### src/rtl/idex_pipe_reg.sv
// ID/EX pipeline register. It decodes ALU control from the same input cycle as the operands
// and registers it alongside them. It also applies stall/flush hazard control and counts bubbles.
module idex_pipe_reg #(
    parameter int unsigned XLEN   = 32,
    parameter int unsigned REG_AW = 5,
    parameter int unsigned CNT_W  = 16
) (
    input  logic              clk_i,
    input  logic              rst_i,
    input  logic              stall_i,
    input  logic              flush_i,
    input  logic              valid_i,
    input  logic [XLEN-1:0]   rs1_data_i,
    input  logic [XLEN-1:0]   rs2_data_i,
    input  logic [XLEN-1:0]   iimm_i,
    input  logic [XLEN-1:0]   simm_i,
    input  logic [REG_AW-1:0] rs1_addr_i,
    input  logic [REG_AW-1:0] rs2_addr_i,
    input  logic [REG_AW-1:0] rd_addr_i,
    input  logic [2:0]        funct3_i,
    input  logic [6:0]        funct7_i,
    input  logic [1:0]        alu_op_i,
    input  logic              alu_src_i,
    input  logic [1:0]        mem_i,
    input  logic              wb_i,
    output logic              valid_o,
    output logic [XLEN-1:0]   val1_o,
    output logic [XLEN-1:0]   val2_o,
    output logic [XLEN-1:0]   simm_o,
    output logic [REG_AW-1:0] rs1_addr_o,
    output logic [REG_AW-1:0] rs2_addr_o,
    output logic [REG_AW-1:0] rd_addr_o,
    output logic [3:0]        alu_ctrl_o,
    output logic [1:0]        mem_o,
    output logic              wb_o,
    output logic              illegal_o,
    output logic [CNT_W-1:0]  bubble_cnt_o
);

    logic              valid_q, valid_d;
    logic [XLEN-1:0]   val1_q, val1_d;
    logic [XLEN-1:0]   val2_q, val2_d;
    logic [XLEN-1:0]   simm_q, simm_d;
    logic [REG_AW-1:0] rs1_addr_q, rs1_addr_d;
    logic [REG_AW-1:0] rs2_addr_q, rs2_addr_d;
    logic [REG_AW-1:0] rd_addr_q, rd_addr_d;
    logic [3:0]        alu_ctrl_q, alu_ctrl_d;
    logic [1:0]        mem_q, mem_d;
    logic              wb_q, wb_d;
    logic              illegal_q, illegal_d;
    logic [CNT_W-1:0]  bubble_cnt_q, bubble_cnt_d;

    logic [3:0]        dec_ctrl;
    logic              dec_illegal;
    logic [9:0]        funct;
    logic              bubble_evt;

    assign funct = {funct7_i, funct3_i};

    always_comb begin
        dec_ctrl    = 4'b0010;
        dec_illegal = 1'b0;
        unique case (alu_op_i)
            2'b00: dec_ctrl = 4'b0010;
            2'b01: dec_ctrl = 4'b0110;
            2'b10: begin
                case (funct)
                    10'b0000000_000: dec_ctrl = 4'b0010;
                    10'b0100000_000: dec_ctrl = 4'b0110;
                    10'b0000000_111: dec_ctrl = 4'b0000;
                    10'b0000000_110: dec_ctrl = 4'b0001;
                    10'b0000000_100: dec_ctrl = 4'b0011;
                    10'b0000000_001: dec_ctrl = 4'b0100;
                    10'b0000001_000: dec_ctrl = 4'b1111;
                    default:         dec_illegal = 1'b1;
                endcase
            end
            2'b11: begin
                if (funct3_i == 3'b000) begin
                    dec_ctrl = 4'b0010;
                end else if (funct3_i == 3'b101 && funct7_i == 7'b0100000) begin
                    dec_ctrl = 4'b1000;
                end else begin
                    dec_illegal = 1'b1;
                end
            end
            default: dec_ctrl = 4'b0010;
        endcase
    end

    // Flush wins over stall, so a flushed stall cycle also counts as a bubble.
    assign bubble_evt = flush_i | (~stall_i & ~valid_i);

    always_comb begin
        valid_d    = valid_q;
        val1_d     = val1_q;
        val2_d     = val2_q;
        simm_d     = simm_q;
        rs1_addr_d = rs1_addr_q;
        rs2_addr_d = rs2_addr_q;
        rd_addr_d  = rd_addr_q;
        alu_ctrl_d = alu_ctrl_q;
        mem_d      = mem_q;
        wb_d       = wb_q;
        illegal_d  = illegal_q;
        if (flush_i) begin
            valid_d    = 1'b0;
            val1_d     = '0;
            val2_d     = '0;
            simm_d     = '0;
            rs1_addr_d = '0;
            rs2_addr_d = '0;
            rd_addr_d  = '0;
            alu_ctrl_d = '0;
            mem_d      = '0;
            wb_d       = 1'b0;
            illegal_d  = 1'b0;
        end else if (!stall_i) begin
            valid_d    = valid_i;
            val1_d     = rs1_data_i;
            val2_d     = alu_src_i ? iimm_i : rs2_data_i;
            simm_d     = simm_i;
            rs1_addr_d = rs1_addr_i;
            rs2_addr_d = rs2_addr_i;
            rd_addr_d  = rd_addr_i;
            alu_ctrl_d = dec_ctrl;
            mem_d      = valid_i ? mem_i : 2'b00;
            wb_d       = valid_i & wb_i;
            illegal_d  = valid_i & dec_illegal;
        end

        bubble_cnt_d = bubble_cnt_q;
        if (bubble_evt && bubble_cnt_q != {CNT_W{1'b1}}) begin
            bubble_cnt_d = bubble_cnt_q + CNT_W'(1);
        end
    end

    always_ff @(posedge clk_i) begin
        if (rst_i) begin
            valid_q      <= 1'b0;
            val1_q       <= '0;
            val2_q       <= '0;
            simm_q       <= '0;
            rs1_addr_q   <= '0;
            rs2_addr_q   <= '0;
            rd_addr_q    <= '0;
            alu_ctrl_q   <= '0;
            mem_q        <= '0;
            wb_q         <= 1'b0;
            illegal_q    <= 1'b0;
            bubble_cnt_q <= '0;
        end else begin
            valid_q      <= valid_d;
            val1_q       <= val1_d;
            val2_q       <= val2_d;
            simm_q       <= simm_d;
            rs1_addr_q   <= rs1_addr_d;
            rs2_addr_q   <= rs2_addr_d;
            rd_addr_q    <= rd_addr_d;
            alu_ctrl_q   <= alu_ctrl_d;
            mem_q        <= mem_d;
            wb_q         <= wb_d;
            illegal_q    <= illegal_d;
            bubble_cnt_q <= bubble_cnt_d;
        end
    end

    assign valid_o      = valid_q;
    assign val1_o       = val1_q;
    assign val2_o       = val2_q;
    assign simm_o       = simm_q;
    assign rs1_addr_o   = rs1_addr_q;
    assign rs2_addr_o   = rs2_addr_q;
    assign rd_addr_o    = rd_addr_q;
    assign alu_ctrl_o   = alu_ctrl_q;
    assign mem_o        = mem_q;
    assign wb_o         = wb_q;
    assign illegal_o    = illegal_q;
    assign bubble_cnt_o = bubble_cnt_q;

endmodule
### config.mk
export PLATFORM = sky130hd
export DESIGN_NAME = idex_pipe_reg
export DESIGN_NICKNAME = d
export VERILOG_FILES = /design/src/rtl/idex_pipe_reg.sv
export SDC_FILE = /design/constraint.sdc
export NUM_CORES = 1
export LEC_CHECK = 0
export CAP_MARGIN = 30
export CELL_PAD_IN_SITES_DETAIL_PLACEMENT = 0
export CELL_PAD_IN_SITES_GLOBAL_PLACEMENT = 2
export CORE_MARGIN = 2
export CORE_UTILIZATION = 22
export CTS_CLUSTER_SIZE = 30
export DETAILED_ROUTE_END_ITERATION = 10
export GPL_TIMING_DRIVEN = 0
export PLACE_DENSITY_LB_ADDON = 0.1
export SLEW_MARGIN = 20
export SYNTH_ARGS = -nofsm -noshare
export SYNTH_HDL_FRONTEND = slang
export SYNTH_SLANG_ARGS = --single-unit
### constraint.sdc
create_clock -name clk_i -period 1.9 [get_ports clk_i]
set_clock_uncertainty 0.05 [all_clocks]
set_input_delay 0.285 -clock clk_i [delete_from_list [all_inputs] [get_ports clk_i]]
set_output_delay 0.285 -clock clk_i [all_outputs]
set_load 0.05 [all_outputs]
==> impl_results.md, run 1 <==
- Status: finished clean
- DRC: 0
- Worst-path clk slew: 0.06 ns
- TritonCTS clock tree: built
- Vert. Die Dim: 163 um
- H-tree lvl count: 4
- Least-Margin Pin Slew: 0.694 ns
- Hold buffers post-CTS: 0
- Wl on met1: 8.35 mm
- Crit-path max FO: 4
- Fin cells: 1,266
- Post-synthesis instance area: 5580 um2
- DR iter-0 viols: 205
- Port-buffer cells: 294
- Die area: 26,700 um2
- First-pass DRT Iterations: 4
- Crit Path Category: input port to flip-flop
- Met3 wire length: 2.09 mm
- Critical path required time: 2.19 ns
- Clk root buf: clkbuf_16
- GP Congestion: 0.764
- Share of layout cells above drive strength 1: 7.91%
- Setup violators final: 0
- Final Net Count: 1,087
- Ys Warns: 0
- CP top delay family: simple AND/OR/NAND/NOR gates
- Final Cycle Share: 97.6%
- Slew Limit Headroom: 53.7%
- Antenna violations before repair: 0
- First-pass GRT wire length: 31.1 mm
- Peak VDD IR: 0.443 mV
- Pin count of the biggest net entering global routing: 17
- F_max: 540 MHz
- Syn Inst Count: 604
- RSZ-0062 raised after global routing: no
- Leakage: 4.35 nW
- Num CTS Buffers: 17
- Vias: 5,574
- Net Count, Synth: 769
- DR vias/cell: 4.40
- Hold Crit Class: input port to flip-flop
- Max_cap viols: 0
- Footprint of the multi-input gates: 2700 um2
- Clock sink total: 136
- Post-DP HPWL: 16.0 mm
- Slew Limit Fails: 0
- Fin area: 9480 um2
- Post-place setup slack: -0.515 ns
- Final core utilization: 37.9%
- Max clock buf depth: 2
- Worst-skew pair later-pin latency: 0.42 ns
- Crit. End Element: flip-flop
- Metal2 WL: 10.1 mm
- Cell taking the most area after synthesis: dfxtp_1
- Routed Antenna Nets: 0
- Buf/Inv on CP: 1
- # IOs: 300
- Initial Util: 22.3%
- CP arrival: 2.14 ns
- Max incr delay on CP: 0.60 ns
- Highest routing layer actually used: met4
- Yosys cell types: 45
- GRT Overall Usage: 15.2%
- PnR worst setup slack: 0.0465 ns
- Crit start category: input port
- Total Power: 7.62 mW
- Grt ovf: 0
- FILL cells: 2,596
- WL/cell: 16.3 um
- Row count: 58
- Yosys top cell area share: 48.8%
- Critical-path cell list: clkdlybuf4s50_1, or4_4, nor4_4, or4b_1, a21oi_1
- Hold slack final: 0.252 ns
- P&R area growth vs syn: 69.8%
- Critical-path top delay cell: or4_4
- Number of global-route vias before repair: 5,612
- Synth Area per Inst: 9.25 um2
- Seq cells post-synth: 136
- Seq/Total Area, Yosys: 48.8%
- Final hold violation count: 0
- Crit path time final: 1.85 ns
- Die width: 163 um
- Setup TNS: 0 ns
- Top post-synthesis cells by area: dfxtp_1, mux2i_1, nor2_1
- Register area: 2740 um2
- Dpl cells: 1,228
- Core area: 25,000 um2
- Routed wire length: 20.7 mm
- Post-DP Area: 8960 um2
- Pwr per Cell Area: 804 nW/um2
final timing paths:
check / endpoint / slack, ns / startpoint / cells after the start
max reg2reg: bubble_cnt_o[13]$_SDFFE_PP0P_ / 0.11 / bubble_cnt_o[3]$_SDFFE_PP0P_ / 4
min: alu_ctrl_o[2]$_SDFFE_PP0N_ / 0.25 / funct7_i[5] / 4
min reg2reg: alu_ctrl_o[0]$_SDFFE_PP0N_ / 0.42 / alu_ctrl_o[0]$_SDFFE_PP0N_ / 2
max: alu_ctrl_o[0]$_SDFFE_PP0N_ / 0.05 / funct7_i[1] / 5
tightest hold or removal path: stages:
cell and delay (ns):
buf_6 0.11, o21ai_0 0.07, o2111ai_1 0.11, a221oi_1 0.08
cell usage in the layout, fill, tap and decap left out, types with 8 or more instances in the layout:
master,n
a21oi_1,46
buf_2,11
buf_4,8
clkbuf_1,25
clkbuf_16,17
clkdlybuf4s50_1,158
dfxtp_1,125
dfxtp_2,8
dlygate4sd2_1,136
mux2i_1,112
nand2_1,10
nand4_1,9
nor2_1,157
o21ai_0,12
or3_1,9
layout make-up:
type / count / share of cell area, %
repair buffers: 299 / 29.6
flip-flops and latches: 136 / 28.9
multi-input cells: 420 / 28.5
clock buffers: 18 / 4.53
well taps: 330 / 4.36
plain buffers: 43 / 2.07
clock inverters: 14 / 1.74
inverters: 5 / 0.198
diodes: 1 / 0.0264
kinds of logic (layout without fill, tap and decap cells):
group | Yosys count | after routing | synth area share (%)
compound gates | 81 | 81 | 8.56
buf+inv | 48 | 379 | 3.76
flops | 136 | 136 | 48.8
simple gates | 225 | 225 | 18.5
mux | 112 | 112 | 20.1
xor+xnor | 1 | 1 | 0.157
other cells | 0 | 1 | 0
fa+ha+maj | 1 | 1 | 0.224
power breakdown:
| group | internal (mW) | leakage, nW | total, mW | switching (mW) |
|---|---|---|---|---|
| logic | 0.558 | 2.95 | 1.25 | 0.694 |
| clock network | 1.97 | 0.284 | 3.38 | 1.41 |
| registers | 2.94 | 1.11 | 2.99 | 0.0500 |
per-layer routing:
| metal | up-vias | track usage, % |
|---|---|---|
| li1 | 2736 | - |
| met1 | 2634 | 17.0 |
| met2 | 191 | 26.0 |
| met3 | 13 | 7.26 |
| met4 | 0 | 4.02 |
| met5 | - | 0 |
synth_stat cells (all sizes together):
cell type	number
a221oi	4
nand3	5
or2	1
xor2	1
and4	2
dfxtp	136
and2	1
a31o	1
ha	1
nand4	9
or3	9
a22oi	3
nand2	10
o21ai	12
nor2b	2
o21bai	4
clkbuf	26
nand2b	4
o41ai	1
or4	5
a41oi	1
and3	3
a311oi	2
nor2	157
o311ai	1
and3b	1
nand3b	2
inv	5
or4b	3
o31ai	3
a21oi	46
a31oi	1
mux2i	112
a32o	1
o2111ai	1
nor3	5
nor4	6
buf	17
sequential cells by signal, indices dropped and copies added (netlist names), 2 cells and up:
signal and flops:
bubble_cnt_o 16, val1_o 32, mem_o 2, alu_ctrl_o 4, rs2_addr_o 5, simm_o 32
val2_o 32, rs1_addr_o 5, rd_addr_o 5
timing repair:
action / CTS / global route
cloned: 0 / 0
endpoints found under the setup margin: 168 / 12
pin swaps: 1 / 3
gates resized for setup: 141 / 6
buffers inserted: 0 / 5
Power figures use the tool's default switching activity.
==> run 2: changes to the inputs <==
--- a/config.mk
+++ b/config.mk
@@ -5,15 +5,17 @@
 export SDC_FILE = /design/constraint.sdc
 export NUM_CORES = 1
 export LEC_CHECK = 0
+export ABC_AREA = 1
 export CAP_MARGIN = 30
 export CELL_PAD_IN_SITES_DETAIL_PLACEMENT = 0
 export CELL_PAD_IN_SITES_GLOBAL_PLACEMENT = 2
 export CORE_MARGIN = 2
-export CORE_UTILIZATION = 22
+export CORE_UTILIZATION = 20
 export CTS_CLUSTER_SIZE = 30
 export DETAILED_ROUTE_END_ITERATION = 10
 export GPL_TIMING_DRIVEN = 0
 export PLACE_DENSITY_LB_ADDON = 0.1
+export SETUP_SLACK_MARGIN = 0.3
 export SLEW_MARGIN = 20
 export SYNTH_ARGS = -nofsm -noshare
 export SYNTH_HDL_FRONTEND = slang
==> impl_results.md, run 2 <==
- Fin area: 10,100 um2 (+7.0%)
- TritonCTS clock tree: built
- Slew Limit Headroom: 50.3% (-3.4 points)
- Antenna violations before repair: 1 (+1)
- FF-to-FF path depth: 9 (+5)
- GRT Overall Usage: 14.8% (-0.41 points)
- PnR worst setup slack: 0.312 ns (+0.265 ns)
- P&R area growth vs syn: 77.8%
- DR iter-0 viols: 191 (-6.8%)
- FILL cells: 3,010 (+16%)
- Pwr per Cell Area: 784 nW/um2 (-2.5%)
- H-tree lvl count: 4 (unchanged)
- Crit Path Category: flip-flop to flip-flop
- Die area: 29,900 um2 (+12%)
- Ys Warns: 0 (unchanged)
- Hold Crit Class: input port to flip-flop
- Hold buffers post-CTS: 0 (unchanged)
- Worst-path clk slew: 0.07 ns (about the same)
- Slew Limit Fails: 0 (unchanged)
- WP depth: 9 (+4)
- Buf/Inv on CP: 2 (+1)
- FFs w/ async S/R, synth: 0% (unchanged)
- Routed wire length: 22.3 mm (+7.6%)
- F_max: 630 MHz (+17%)
- Most frequent cells in the layout: nand2_1, clkdlybuf4s50_1, dfxtp_1
- Row count: 61 (+5.2%)
- RSZ-0062 raised after global routing: yes
- Max_cap viols: 0 (unchanged)
- Least-Margin Pin Slew: 0.745 ns (+0.0509 ns)
- Net Count, Synth: 933 (+21%)
- Hold Path Stages: 2 (-2)
- Crit start category: flip-flop
- Critical-path top delay cell: dfxtp_4
- Number of global-route vias before repair: 6,120 (+9.1%)
- Pin count of the biggest net entering global routing: 17 (unchanged)
- Peak VDD IR: 0.441 mV (-0.28%)
- Register area: 2740 um2 (-0.18%)
- Status: finished clean
- Setup violators final: 0 (unchanged)
- Cell taking the most area after synthesis: dfxtp_1
- Core area: 27,900 um2 (+12%)
- Top post-synthesis cells by area: dfxtp_1, nand2_1, a21oi_1
- CP arrival: 1.82 ns (-0.32 ns)
- Post-DP HPWL: 16.9 mm (+5.8%)
- WL/cell: 15.0 um (-8.2%)
- GP Congestion: 0.711 (-6.9%)
- Routed Antenna Nets: 0 (unchanged)
- Cell internal pwr: 5.87 mW (+7.3%)
- Yosys cell types: 30 (-33%)
- Grt ovf: 0 (unchanged)
- Synth top cells by count: nand2_1, dfxtp_1, nor2_1
- Final hold violation count: 0 (unchanged)
- Crit-path max FO: 5 (+1)
- Port-buffer cells: 298 (+1.4%)
- Switching Share: 26.2% (-2.1 points)
- Post-place setup slack: -0.446 ns (+0.0699 ns)
- Critical path required time: 2.13 ns (-0.06 ns)
- Synth Area per Inst: 7.43 um2 (-20%)
- Total Power: 7.95 mW (+4.3%)
- Critical-path cell list: ha_4, nand3_4, nor3_4, nand3_2, nand2_4, inv_4, buf_6, nand2_1, a21oi_2
- Seq pwr share: 37.7% (-1.5 points)
- DR vias/cell: 4.04 (-8.2%)
- Crit. End Element: flip-flop
- Clock power share: 45.5% (+1.1 points)
- Initial Util: 20.4% (-1.9 points)
- Seq cells post-synth: 136 (unchanged)
- Setup TNS: 0 ns (unchanged)
- First-pass GRT wire length: 34.6 mm (+11%)
- Final Net Count: 1,259 (+16%)
- # IOs: 300 (unchanged)
- Max clock buf depth: 2 (unchanged)
- Commonest non-fill, non-tap cell in the layout: nand2_1
- CP top delay family: simple AND/OR/NAND/NOR gates
- Share of layout cells above drive strength 1: 25.0% (+17 points)
- Top FF cell, synth: dfxtp_1
- Worst-skew pair later-pin latency: 0.42 ns (about the same)
- DRC: 0 (unchanged)
- Num CTS Buffers: 17 (unchanged)
- Comb power frac: 16.8% (+0.4 points)
- Crit path time final: 1.59 ns (-0.265 ns)
- Die width: 173 um (+5.9%)
- Post-DP Area: 9200 um2 (+2.7%)
- Yosys top cell area share: 47.7% (-1.0 points)
- Seq/Total Area, Yosys: 47.7% (-1.0 points)
- Footprint of the multi-input gates: 2640 um2 (-2.5%)
- Vias: 5,995 (+7.6%)
- Number of flops mapped to enable cells by yosys: 0 (unchanged)
- Syn Inst Count: 768 (+27%)
- Final Cycle Share: 83.6% (-14 points)
- First-pass DRT Iterations: 4 (unchanged)
- P_sw: 2.09 mW (-3.3%)
- Clk root buf: clkbuf_16
- Leakage: 4.09 nW (-6.0%)
- Count leader, synth: nand2_1
- Final core utilization: 36.3% (-1.5 points)
- Clock sink total: 136 (unchanged)
- Post-synthesis instance area: 5710 um2 (+2.2%)
- Max incr delay on CP: 0.38 ns (-0.22 ns)
- Vert. Die Dim: 173 um (+5.9%)
[run 2: changes by cell type after synthesis, sizes merged, moves of 30 or more]
cell | before | now
nand2 | 10 | 220
mux2i | 112 | 0
nor2 | 157 | 99
inv | 5 | 58
a21oi | 46 | 98
mux2 | 0 | 32
o21ai | 12 | 42
[run 2: layer usage]
| metal | vias to the layer above | global-route usage (%) | wire (um) |
|---|---|---|---|
| met5 | - | 0 | 0 |
| met4 | 0 | 5.01 | 320 |
| met1 | 2687 | 18.0 | 10000 |
| li1 | 3097 | - | - |
| met3 | 20 | 5.63 | 1810 |
| met2 | 191 | 24.1 | 10100 |
[run 2: worst paths after layout]
path / startpoint / end / slack [ns]
min reg2reg: simm_o[22]$_SDFFE_PP0N_ / simm_o[22]$_SDFFE_PP0N_ / 0.41
max: bubble_cnt_o[0]$_SDFFE_PP0P_ / bubble_cnt_o[13]$_SDFFE_PP0P_ / 0.31
max reg2reg: bubble_cnt_o[0]$_SDFFE_PP0P_ / bubble_cnt_o[13]$_SDFFE_PP0P_ / 0.31
min: rst_i / bubble_cnt_o[11]$_SDFFE_PP0P_ / 0.19
[run 2: final cells by class]
type / instances / share of cell area, %
Sequential cell: 136 / 27.0
Tap cell: 378 / 4.66
Antenna cell: 1 / 0.0247
Multi-Input combinational cell: 530 / 26.0
Clock buffer: 18 / 4.23
Clock inverter: 12 / 2.00
Buffer: 44 / 2.52
Timing Repair Buffer: 307 / 31.4
Inverter: 58 / 2.20
[run 2: logic make-up after synthesis]
logic type | count (synthesis) | synth area share [%]
multiplexers | 32 | 6.32
adder cells (fa/ha/maj) | 1 | 0.219
AND/OR/NAND/NOR | 346 | 24.1
AO/OA/AOI/OAI | 141 | 12.9
buffers and inverters | 102 | 7.24
XOR/XNOR | 10 | 1.54
flip-flops | 136 | 47.7
[run 2: power groups by stage]
stage	Combinational [mW]	Clock, mW	Sequential [mW]
2_1_floorplan	0.342	0	3.38
3_3_place_gp	1.35	0	3.06
3_5_place_dp	1.34	0	3.06
4_1_cts	1.35	3.78	3.00
5_1_grt	1.44	3.86	3.01
6_report	1.33	3.62	3.00
[run 2: timing repair]
item | CTS | global route
cloned | 1 | 0
resized for setup | 428 | 56
setup endpoints to repair | 254 | 127
pin swaps | 4 | 4
buffers inserted | 6 | 2
[run 2: per-stage QoR]
stage,hold slack [ns],std cells
2_1_floorplan,0.311,768
3_3_place_gp,0.402,1444
3_5_place_dp,0.404,1444
4_1_cts,0.348,1481
5_1_grt,0.212,1483
6_report,0.187,1484
==> run 3: changes to the inputs <==
==> constraint.sdc (replaced) <==
create_clock -name clk_i -period 1.65 [get_ports clk_i]
set_clock_uncertainty 0.05 [all_clocks]
set_input_delay 0.2475 -clock clk_i [delete_from_list [all_inputs] [get_ports clk_i]]
set_output_delay 0.2475 -clock clk_i [all_outputs]
set_load 0.05 [all_outputs]
==> impl_results.md, run 3 (same netlist as run 2, synthesis figures left out) <==
- Clk root buf: clkbuf_16
- Cell internal pwr: 6.81 mW (+16%)
- Die area: 29,900 um2 (unchanged)
- Least-Margin Pin Slew: 0.698 ns (-0.0466 ns)
- Worst-path clk slew: 0.07 ns (about the same)
- Final Net Count: 1,259 (unchanged)
- Worst-skew pair later-pin latency: 0.42 ns (about the same)
- Routed wire length: 22.4 mm (+0.54%)
- Slew Limit Fails: 0 (unchanged)
- Post-DP Area: 9210 um2 (about the same)
- Commonest non-fill, non-tap cell in the layout: nand2_1
- DR iter-0 viols: 217 (+14%)
- Pin count of the biggest net entering global routing: 17 (unchanged)
- First-pass DRT Iterations: 4 (unchanged)
- Final Cycle Share: 93.1% (+9.5 points)
- Number of global-route vias before repair: 6,065 (-0.90%)
- Clock power share: 46.6% (+1.1 points)
- Initial Util: 20.4% (unchanged)
- Fin cells: 1,487 (+0.20%)
- P_sw: 2.50 mW (+20%)
- Comb power frac: 16.3% (-0.5 points)
- H-tree lvl count: 4 (unchanged)
- RSZ-0062 raised after global routing: yes
- # IOs: 300 (unchanged)
- Final hold violation count: 0 (unchanged)
- Max_cap viols: 0 (unchanged)
- GP Congestion: 0.732 (+2.9%)
- Leakage: 4.27 nW (+4.4%)
- Hold Crit Class: input port to flip-flop
- Critical path required time: 1.87 ns (-0.26 ns)
- DRC: 0 (unchanged)
- DR vias/cell: 4.01 (-0.78%)
- Seq pwr share: 37.1% (-0.6 points)
- Share of layout cells above drive strength 1: 26.4% (+1.4 points)
- Clock sink total: 136 (unchanged)
- Die width: 173 um (unchanged)
- Setup TNS: 0 ns (unchanged)
- Antenna violations before repair: 2 (+1)
- Core area: 27,900 um2 (unchanged)
- Peak VDD IR: 0.564 mV (+28%)
- First-pass GRT wire length: 34.9 mm (+0.74%)
- Crit Path Category: flip-flop to flip-flop
- F_max: 651 MHz (+3.4%)
- Most frequent cells in the layout: nand2_1, clkdlybuf4s50_1, dfxtp_1
- Crit start category: flip-flop
- Fin area: 9740 um2 (-4.0%)
- TritonCTS clock tree: built
- WL/cell: 15.1 um (+0.34%)
- Dpl cells: 1,444 (unchanged)
- Crit. End Element: flip-flop
- CP arrival: 1.76 ns (-0.06 ns)
- Port-buffer cells: 298 (unchanged)
- Total Power: 9.31 mW (+17%)
- Max clock buf depth: 2 (unchanged)
- Crit path time final: 1.54 ns (-0.0517 ns)
- Final core utilization: 34.9% (-1.5 points)
- GRT Overall Usage: 15.0% (+0.15 points)
- Vias: 5,960 (-0.58%)
- Crit-path max FO: 5 (unchanged)
- Slew Limit Headroom: 53.5% (+3.1 points)
- Vert. Die Dim: 173 um (unchanged)
- P&R area growth vs syn: 70.7%
- Status: finished clean
- Pwr per Cell Area: 956 nW/um2 (+22%)
- Routed Antenna Nets: 0 (unchanged)
- Num CTS Buffers: 17 (unchanged)
- Switching Share: 26.9% (+0.66 points)
- Post-DP HPWL: 16.8 mm (-0.48%)
- Row count: 61 (unchanged)
- Grt ovf: 0 (unchanged)
- Setup violators final: 0 (unchanged)
[run 3: cell count changes in the layout (fill, tap and decap cells not counted), sizes merged, moves of 3 or more]
cell,change
clkinv,-3
clkbuf,+64
clkdlybuf4s50,-5
inv,+4
clkdlybuf4s15,-125
dlymetal6s2s,+3
buf,+62
[run 3: timing repair]
item | 4_1_cts | 5_1_grt
pin swaps | 5 | 6
cloned | 1 | 0
hold buffers | 0 | 0
resized for setup | 773 | 111
buffers inserted | 7 | 1
endpoints found under the setup margin | 272 | 126
hold endpoints to repair | 0 | 0
[run 3: stage by stage]
step / setup WS, ns / hold slack [ns]
2_1_floorplan: -0.0407 / 0.274
3_3_place_gp: -0.692 / 0.403
3_5_place_dp: -0.718 / 0.405
4_1_cts: 0.109 / 0.264
5_1_grt: 0.0441 / 0.253
6_report: 0.113 / 0.263
[run 3: worst paths after layout]
kind                                              startpoint                            end  slack (ns)  cells after the start
worst min register to register    rs1_addr_o[4]$_SDFFE_PP0N_     rs1_addr_o[4]$_SDFFE_PP0N_        0.41                      2
worst max register to register  bubble_cnt_o[0]$_SDFFE_PP0P_  bubble_cnt_o[14]$_SDFFE_PP0P_        0.11                      9
worst max-delay path            bubble_cnt_o[0]$_SDFFE_PP0P_  bubble_cnt_o[14]$_SDFFE_PP0P_        0.11                      9
worst min-delay path                                   rst_i  bubble_cnt_o[11]$_SDFFE_PP0P_        0.26                      2
[run 3: per-layer routing]
metal,global-route usage (%),wire length [um],up-vias
met3,5.61,1790,19
li1,-,-,3108
met4,4.63,315,0
met5,0,0,-
met2,24.1,10100,195
met1,18.6,10100,2638
[run 3: layout make-up]
cell class / instances / area [um2]
flip-flops and latches: 136 / 2750
repair buffers: 307 / 2710
diodes: 2 / 5.00
plain buffers: 44 / 256
clock inverters: 13 / 215
fillers: 3102 / 18200
clock buffers: 19 / 443
multi-input cells: 530 / 2670
well taps: 378 / 473
inverters: 58 / 225
[run 3: power groups by stage]
| stage | clock network (mW) | logic (mW) | registers (mW) |
|---|---|---|---|
| after detailed placement | 0 | 1.54 | 3.53 |
| after floorplan | 0 | 0.396 | 3.89 |
| after global routing | 4.62 | 1.64 | 3.46 |
| after CTS | 4.49 | 1.51 | 3.45 |
| after global placement | 0 | 1.55 | 3.52 |
| final | 4.34 | 1.52 | 3.45 |
[run 3: critical path, stage by stage, from the launching register on]
cell and delay [ns]:
dfxtp_4 0.37, ha_4 0.15, nand3_4 0.09, nor3_4 0.18, nand3_2 0.13, nand2_4 0.12, inv_4 0.06, buf_6 0.13
nand2_2 0.06, a21oi_2 0.04
